[src/rtl/adc_scan_ctrl_if.sv]
// Result handshake bundle for adc_scan_ctrl.
// The master side drives the result; the slave side returns ready.
interface adc_scan_ctrl_if #(
    parameter int CHW = 2
);
    logic           res_valid;
    logic           res_ready;
    logic [CHW-1:0] res_ch;
    logic [11:0]    res_data;
    logic           scan_done;

    modport master (
        output res_valid,
        output res_ch,
        output res_data,
        output scan_done,
        input  res_ready
    );

    modport slave (
        input  res_valid,
        input  res_ch,
        input  res_data,
        input  scan_done,
        output res_ready
    );
endinterface

[src/rtl/adc_scan_ctrl.sv]
// Round-robin ADC mux scan sequencer: settle, average, hand off results.
// ADC_SCAN_AVG_EN enables the averaging accumulator (else one sample/result).
module adc_scan_ctrl #(
    parameter int NUM_CH   = 4,
    parameter int SETTLE   = 3,
    parameter int AVG_LOG2 = 2
) (
    input  logic                      clk,
    input  logic                      rst_n,
    input  logic                      enable,
    input  logic [NUM_CH-1:0]         ch_mask,
    input  logic                      adc_newsample,
    input  logic [11:0]               adc_dout,
    output logic [$clog2(NUM_CH)-1:0] mux_sel,
    adc_scan_ctrl_if.master           res
);
    localparam int CHW = $clog2(NUM_CH);
`ifdef ADC_SCAN_AVG_EN
    localparam int A = AVG_LOG2;
`else
    localparam int A = AVG_LOG2 * 0;
`endif
    localparam int NAVG  = 1 << A;
    localparam int ACC_W = 12 + A;

    typedef enum logic [1:0] {IDLE, SETL, ACCUM, OUTP} state_t;

    state_t         state_q;
    logic           nsq_q;
    logic [3:0]     cnt_q;
    logic [CHW-1:0] ch_q;
    logic           valid_q;
    logic [11:0]    rdata_q;
    logic           done_q;
    logic           strobe;
    logic           lo_ok;
    logic           up_ok;
    logic [CHW-1:0] lo_idx;
    logic [CHW-1:0] up_idx;

`ifdef ADC_SCAN_AVG_EN
    logic [ACC_W-1:0] acc_q;
    logic [ACC_W-1:0] sum;
    assign sum = acc_q + ACC_W'(adc_dout);
`endif

    assign strobe        = nsq_q & ~adc_newsample;
    assign mux_sel       = ch_q;
    assign res.res_valid = valid_q;
    assign res.res_ch    = ch_q;
    assign res.res_data  = rdata_q;
    assign res.scan_done = done_q;

    // Lowest set mask bit, and lowest set bit above the current channel.
    always_comb begin
        lo_ok  = 1'b0;
        up_ok  = 1'b0;
        lo_idx = '0;
        up_idx = '0;
        for (int i = NUM_CH - 1; i >= 0; i--) begin
            if (ch_mask[i]) begin
                lo_ok  = 1'b1;
                lo_idx = CHW'(i);
                if (i > int'(ch_q)) begin
                    up_ok  = 1'b1;
                    up_idx = CHW'(i);
                end
            end
        end
    end

    // Scan FSM with strobe edge register and registered outputs.
    always_ff @(posedge clk or negedge rst_n) begin
        if (!rst_n) begin
            state_q <= IDLE;
            nsq_q   <= 1'b0;
            cnt_q   <= '0;
            ch_q    <= '0;
            valid_q <= 1'b0;
            rdata_q <= '0;
            done_q  <= 1'b0;
`ifdef ADC_SCAN_AVG_EN
            acc_q   <= '0;
`endif
        end else begin
            nsq_q  <= adc_newsample;
            done_q <= 1'b0;
            unique case (state_q)
                IDLE: begin
                    if (enable && lo_ok) begin
                        ch_q    <= lo_idx;
                        cnt_q   <= '0;
                        state_q <= SETL;
                    end
                end
                SETL: begin
                    if (!enable) begin
                        state_q <= IDLE;
                    end else if (strobe) begin
                        if (cnt_q == 4'(SETTLE - 1)) begin
                            cnt_q   <= '0;
`ifdef ADC_SCAN_AVG_EN
                            acc_q   <= '0;
`endif
                            state_q <= ACCUM;
                        end else begin
                            cnt_q <= cnt_q + 4'd1;
                        end
                    end
                end
                ACCUM: begin
                    if (!enable) begin
                        state_q <= IDLE;
                    end else if (strobe) begin
`ifdef ADC_SCAN_AVG_EN
                        acc_q <= sum;
`endif
                        if (cnt_q == 4'(NAVG - 1)) begin
`ifdef ADC_SCAN_AVG_EN
                            rdata_q <= sum[11+A:A];
`else
                            rdata_q <= adc_dout;
`endif
                            valid_q <= 1'b1;
                            state_q <= OUTP;
                        end else begin
                            cnt_q <= cnt_q + 4'd1;
                        end
                    end
                end
                OUTP: begin
                    if (res.res_ready) begin
                        valid_q <= 1'b0;
                        cnt_q   <= '0;
                        if (!enable || !lo_ok) begin
                            state_q <= IDLE;
                        end else begin
                            state_q <= SETL;
                            if (up_ok) begin
                                ch_q <= up_idx;
                            end else begin
                                ch_q   <= lo_idx;
                                done_q <= 1'b1;
                            end
                        end
                    end
                end
                default: state_q <= IDLE;
            endcase
        end
    end
endmodule

[src/flat_wrapper.sv]
// flat-port wrapper written by rule: the top's interface ports become plain ports
module adc_scan_ctrl_flat 
#(
    parameter int NUM_CH   = 4,
    parameter int SETTLE   = 3,
    parameter int AVG_LOG2 = 2
)
  (clk, rst_n, enable, ch_mask, adc_newsample, adc_dout, mux_sel, res_res_valid, res_res_ch, res_res_data, res_scan_done, res_res_ready);
  adc_scan_ctrl_if #(.CHW(2)) res_i ();
  input  logic clk;
  input  logic rst_n;
  input  logic enable;
  input  logic [NUM_CH-1:0] ch_mask;
  input  logic adc_newsample;
  input  logic [11:0] adc_dout;
  output logic [$clog2(NUM_CH)-1:0] mux_sel;
  output wire logic [$bits(res_i.res_valid)-1:0] res_res_valid;
  output wire logic [$bits(res_i.res_ch)-1:0] res_res_ch;
  output wire logic [$bits(res_i.res_data)-1:0] res_res_data;
  output wire logic [$bits(res_i.scan_done)-1:0] res_scan_done;
  input wire logic [$bits(res_i.res_ready)-1:0] res_res_ready;
  assign res_res_valid = res_i.res_valid;
  assign res_res_ch = res_i.res_ch;
  assign res_res_data = res_i.res_data;
  assign res_scan_done = res_i.scan_done;
  assign res_i.res_ready = res_res_ready;
  adc_scan_ctrl #(.NUM_CH(NUM_CH), .SETTLE(SETTLE), .AVG_LOG2(AVG_LOG2)) u_core (.clk(clk), .rst_n(rst_n), .enable(enable), .ch_mask(ch_mask), .adc_newsample(adc_newsample), .adc_dout(adc_dout), .mux_sel(mux_sel), .res(res_i));
endmodule
[config.mk]
export PLATFORM = sky130hd
export DESIGN_NAME = adc_scan_ctrl_flat
export DESIGN_NICKNAME = d
export VERILOG_FILES = /design/src/rtl/adc_scan_ctrl_if.sv /design/src/rtl/adc_scan_ctrl.sv /design/src/flat_wrapper.sv
export SDC_FILE = /design/constraint.sdc
export NUM_CORES = 1
export LEC_CHECK = 0
export CORE_AREA = 4 4 52 77
export DETAILED_ROUTE_END_ITERATION = 6
export DIE_AREA = 0 0 56 81
export PLACE_DENSITY = 0.67
export SETUP_SLACK_MARGIN = 0.1
export SLEW_MARGIN = 40
export SYNTH_ARGS = -nofsm -noshare
export SYNTH_HDL_FRONTEND = slang
export SYNTH_SLANG_ARGS = --single-unit
[constraint.sdc]
create_clock -name clk -period 5.65 [get_ports clk]
set_input_delay 1.13 -clock clk [delete_from_list [all_inputs] [get_ports clk]]
set_output_delay 1.13 -clock clk [all_outputs]
set_load 0.03 [all_outputs]
==> results of run 1 <==
## worst max path at each step
stage | from | to | slack, ns | cells past startpoint
2_1_floorplan | enable | u_core.cnt_q[3] | 3.26 | 5
3_3_place_gp | adc_newsample | u_core.res.res_data[2] | 2.56 | 4
3_5_place_dp | adc_newsample | u_core.res.res_data[8] | 2.48 | 4
4_1_cts | adc_newsample | u_core.res.res_data[8] | 2.77 | 4
5_1_grt | adc_newsample | u_core.res.res_valid | 2.63 | 5
6_report | adc_newsample | u_core.res.res_data[8] | 2.80 | 4
## cell families after synthesis
| group | share of synthesized area |
|---|---|
| flip-flops | 0.449 |
| AO/OA/AOI/OAI | 0.141 |
| AND/OR/NAND/NOR | 0.151 |
| buffers and inverters | 0.0507 |
| adder cells (fa/ha/maj) | 0.0781 |
| multiplexers | 0.130 |
## cell usage in the layout, fill, tap and decap left out, drive strengths merged, types with 3 or more instances in the layout
cell type,netlist,layout
inv,10,10
nor3,3,3
mux2,13,13
o21ai,8,8
a21oi,3,3
dfrtp,23,23
ha,8,8
nor2,3,3
nand3,3,3
nand2,9,9
clkdlybuf4s50,0,37
nor2b,6,6
clkbuf,0,3
## final cells by class
cell class,count,area (um^2)
multi-input combinational,81,642
fill,326,1650
clock buffer,3,41.3
inverter,10,37.5
sequential,23,576
tap,42,52.6
clock inverter,1,5.00
timing repair buffer,38,375
## power by group through the flow
stage,clock (uW),combinational [uW],sequential (uW)
after floorplan,0,213,293
after global placement,0,382,243
after detailed placement,0,394,246
after CTS,104,396,243
after global routing,114,430,248
final,102,394,242
## per-layer routing
metal  GRT usage  vias to the layer above  part of all wire
li1            -                      495                 -
met1       0.154                      522              0.39
met2       0.260                       24              0.56
met3      0.0254                        2             0.043
met4      0.0214                        0            0.0068
met5           0                        -                 0
## flip-flops by register name (all words and copies together) (netlist names)
| register | cells |
|---|---|
| u_core.res.res_data | 12 |
| u_core.cnt_q | 4 |
| u_core.mux_sel | 2 |
| u_core.state_q | 2 |
| u_core.nsq_q | 1 |
| u_core.res.res_valid | 1 |
| u_core.res.scan_done | 1 |
## per-stage QoR
step	area, um^2	hold WS (ns)	utilization	total power, uW
2_1_floorplan	1280	0.516	-	507
3_5_place_dp	1680	0.493	0.497	640
6_report	1730	0.513	0.511	738
5_1_grt	1730	0.523	0.511	792
4_1_cts	1730	0.513	0.511	744
3_3_place_gp	1690	0.488	0.499	625
==> qor.csv, run 1 <==
metric,value,unit
outcome,"finished, final reports clean",
GR Util All Layers,0.134,
setup tns final,0,ns
net switching power,308,uW
mean post-synth cell area,10.9,um^2
Synth top area share,0.449,
Main synth FF type,dfrtp_1,
Syn Inst Count,118,
biggest area consumer among synthesized cells,dfrtp_1,
Top Family by Delay on Critical Path,simple AND/OR/NAND/NOR gates,
Worst-Skew Late Latency,0.26,ns
die width,56,um
post-layout min period,2.85,ns
CP Capture Type,flop,
root buffer cell,clkbuf_8,
startpoint types,input port,
clock share of power,0.138,
Mapped Nets,147,
sequential power share,0.328,
DRC violation count after routing,0,
worst vdd ir,0.280,mV
Final Hold Vio Count,0,
Core Area,3380,um^2
P&R area growth vs syn,34.8,%
synth cell count leaders,"dfrtp_1, mux2_2, inv_1",
Critical Path AT,3.00,ns
Worst Path Max Fanout,13,
hold path cells,1,
Max Fclk,351,MHz
unrepaired setup endpoints after global routing,false,
CTS tree,done,
number of global-route vias before repair,1098,
final setup fails,0,
synth unique cells,33,
H-tree Lvls,1,
Buffers & Inverters on Critical Path,1,
# IOs,39,
Initial Utilization,0.379,
# diodes,0,
Hold Startpoint,u_core.res.res_data[4],
pwr dens,427,nW/um^2
WP data required,5.80,ns
GR Overflow Total,0,
Die ar.,4540,um^2
Switching Fraction,0.417,
share of layout cells above drive strength 1,0.147,
Least-Margin Pin Slew,0.618,ns
internal power,430,uW
Final WS setup,2.80,ns
yosys warns,0,
wire length of the first global-routing pass,4910,um
max cap viols,0,
CTS Buf Count,3,
Max Root-Sink Buffers,2,
clock skew,0.00460,ns
R2R cell count,6,
initial detailed-routing violation count,26,
"Seq/Total Area, Yosys",0.449,
Worst Hold Class,reg -> reg,
cell leakage power,0.000777,uW
flop2flop setup slack,3.54,ns
hold_buf cts,0,
final-stage net count,186,
CTS sink cnt,23,
drt pass-1 iters,4,
Worst-path clk slew,0.09,ns
most frequent cell after synthesis,dfrtp_1,
post-CTS setup buffers,0,
Synth Register Bits,23,
DP Worst Slack,2.48,ns
Final HPWL DP,2350,um
"top cells by area, synth","dfrtp_1, mux2_2, ha_1, o21ai_0, inv_1",
routed len/inst,14.9,um
Rows,26,
crit-path cells,"clkdlybuf4s50_1, nor4b_4, nand4_1, mux2_2",
placed instance count,194,
"Slowest-stage cell, CP",nand4_1,
async set-reset flop share out of synthesis,1.00,
combinational share of power,0.534,
DR vias,1043,
worst hold path endpoint,u_core.res.res_data[4],
antenna violations before repair,0,
PostCTS Resize Cnt,0,
pin count of the biggest net entering global routing,24,
Reg-to-Reg End,u_core.cnt_q[3],
port bufs,38,
"EDFF count, synth",0,
Routability Congestion,0.851,
start of the worst register-to-register path,u_core.state_q[0],
Slew Limit Headroom,0.587,
Setup CP Type,in -> reg,
Die Ht,81,um
fin crit share,0.504,
final cell count without fillers,198,
Antenna Nets Post-Route,0,
DR vias/cell,5.27,
fin. max-slew vios,0,
DRT Wirelength,2950,um
max incr delay on CP,0.56,ns
synthesized cell area,1280,um^2
No activity file was read; power rests on OpenSTA's default activity.
==> run 2: changes to the inputs <==
--- a/config.mk
+++ b/config.mk
@@ -8,7 +8,7 @@
 export CORE_AREA = 4 4 52 77
 export DETAILED_ROUTE_END_ITERATION = 6
 export DIE_AREA = 0 0 56 81
-export PLACE_DENSITY = 0.67
+export PLACE_DENSITY = 0.7
 export SETUP_SLACK_MARGIN = 0.1
 export SLEW_MARGIN = 40
 export SYNTH_ARGS = -nofsm -noshare
==> constraint.sdc (replaced) <==
create_clock -name clk -period 2.4 [get_ports clk]
set_input_delay 0.48 -clock clk [delete_from_list [all_inputs] [get_ports clk]]
set_output_delay 0.48 -clock clk [all_outputs]
set_load 0.03 [all_outputs]
==> run 2 against run 1 <==
Compared with the run above:
- register-to-register slack lost 3.3 ns
- non-clock buffer count grew 3
- worst hold slack lost 0.0028 ns
- final cell count grew 1.5%
- largest cell class unchanged
==> qor.csv, run 2 (synthesized netlist as in run 1, its figures left out) <==
metric,value,unit
outcome,"finished, final reports clean",
CP Capture Type,flop,
CTS tree,done,
Max Root-Sink Buffers,2,
pwr dens,989,nW/um^2
number of global-route vias before repair,1142,
Reg-to-Reg End,u_core.cnt_q[3],
P&R area growth vs syn,37.0,%
max FFs per register,12,
die width,56,um
Antenna Nets Post-Route,0,
root buffer cell,clkbuf_8,
Routability Congestion,0.957,
startpoint types,flop,
Initial Utilization,0.379,
R2R cell count,6,
Setup CP Type,reg -> reg,
start of the worst register-to-register path,u_core.state_q[0],
CTS sink cnt,23,
Final Hold Vio Count,0,
drt pass-1 iters,4,
share of layout cells above drive strength 1,0.157,
pin count of the biggest net entering global routing,24,
Least-Margin Pin Slew,0.395,ns
Worst Hold Class,reg -> reg,
Die ar.,4540,um^2
routed len/inst,14.5,um
total power,1740,uW
unrepaired setup endpoints after global routing,false,
setup tns final,0,ns
PostCTS Resize Cnt,0,
GR Overflow Total,0,
antenna violations before repair,0,
DR vias,1068,
Worst-Skew Late Latency,0.27,ns
worst vdd ir,0.517,mV
Max Fclk,473,MHz
DRT Wirelength,2910,um
hold_buf cts,0,
GR Util All Layers,0.128,
H-tree Lvls,1,
wire length of the first global-routing pass,4660,um
Core Area,3380,um^2
Worst Path Max Fanout,7,
initial detailed-routing violation count,28,
post-CTS setup buffers,0,
Worst-path clk slew,0.09,ns
Die Ht,81,um
# diodes,0,
DR vias/cell,5.31,
DRC violation count after routing,0,
max cap viols,0,
final setup fails,0,
# IOs,39,
cell leakage power,0.000791,uW
"commonest non-fill, non-tap cells in the layout","clkdlybuf4s50_1, dfrtp_1, mux2_2, inv_1, nand2_1",
Final HPWL DP,2310,um
post-layout min period,2.11,ns
CP Capture Point,u_core.cnt_q[3],
CTS Buf Count,3,
fin crit share,0.880,
Setup crit start,u_core.state_q[0],
port bufs,38,
WP data required,2.60,ns
Critical Path AT,2.31,ns
final-stage net count,189,
Slew Limit Headroom,0.735,
Rows,26,
"commonest non-fill, non-tap cell in the layout",clkdlybuf4s50_1,
flop2flop setup slack,0.29,ns
clock skew,0.00423,ns
fin. max-slew vios,0,
-- run 2: changes by cell type in the layout (fill, tap and decap cells not counted), sizes merged --
cell / before / now
buf: 1 / 3
clkdlybuf4s50: 37 / 38
-- run 2: area by class of cell --
class | count | area [um^2]
Inverter | 10 | 37.5
Clock buffer | 3 | 41.3
Multi-Input combinational cell | 81 | 642
Sequential cell | 23 | 576
Tap cell | 42 | 52.6
Clock inverter | 1 | 5.00
Timing Repair Buffer | 41 | 403
Fill cell | 315 | 1630
-- run 2: power by group --
group	leakage (uW)	internal, uW	switching, uW
combinational	0.000465	414	508
clock	0.0000255	116	133
sequential	0.000301	486	80.4
total	0.000791	1020	722
-- run 2: worst max-delay path, cell delays in order (launching register included) --
cell and delay [ns]:
dfrtp_1 0.42, inv_1 0.14, ha_1 0.30, o21ai_0 0.14
a31oi_1 0.34, or4b_4 0.53, o211ai_2 0.17
-- run 2: how the worst min path moves through the flow --
stage	startpoint	to	slack, ns	cells past startpoint
6_report	u_core.res.res_data[3]	u_core.res.res_data[3]	0.51	1
5_1_grt	u_core.res.res_data[6]	u_core.res.res_data[6]	0.54	1
4_1_cts	u_core.res.res_data[3]	u_core.res.res_data[3]	0.51	1
3_5_place_dp	u_core.res.res_data[3]	u_core.res.res_data[3]	0.49	1
3_3_place_gp	u_core.res.res_data[0]	u_core.res.res_data[0]	0.49	1
2_1_floorplan	rst_n	u_core.cnt_q[0]	0.18	0
-- run 2: metrics by stage --
step / cell area (um^2) / hold slack [ns] / util / std cells / setup slack [ns]
after detailed placement: 1710 / 0.494 / 0.506 / 197 / 0.0959
after floorplan: 1280 / 0.184 / - / 118 / 0.543
final: 1760 / 0.511 / 0.519 / 201 / 0.287
after global routing: 1760 / 0.536 / 0.519 / 201 / 0.158
after global placement: 1710 / 0.488 / 0.506 / 197 / 0.147
after CTS: 1760 / 0.514 / 0.519 / 201 / 0.280
-- run 2: per-layer routing --
| metal | global-route usage | vias up | routed length, um |
|---|---|---|---|
| li1 | - | 506 | - |
| met2 | 0.239 | 31 | 1610 |
| met3 | 0.0238 | 8 | 121 |
| met1 | 0.126 | 523 | 1100 |
| met5 | 0 | - | 0 |
| met4 | 0.0879 | 0 | 80 |
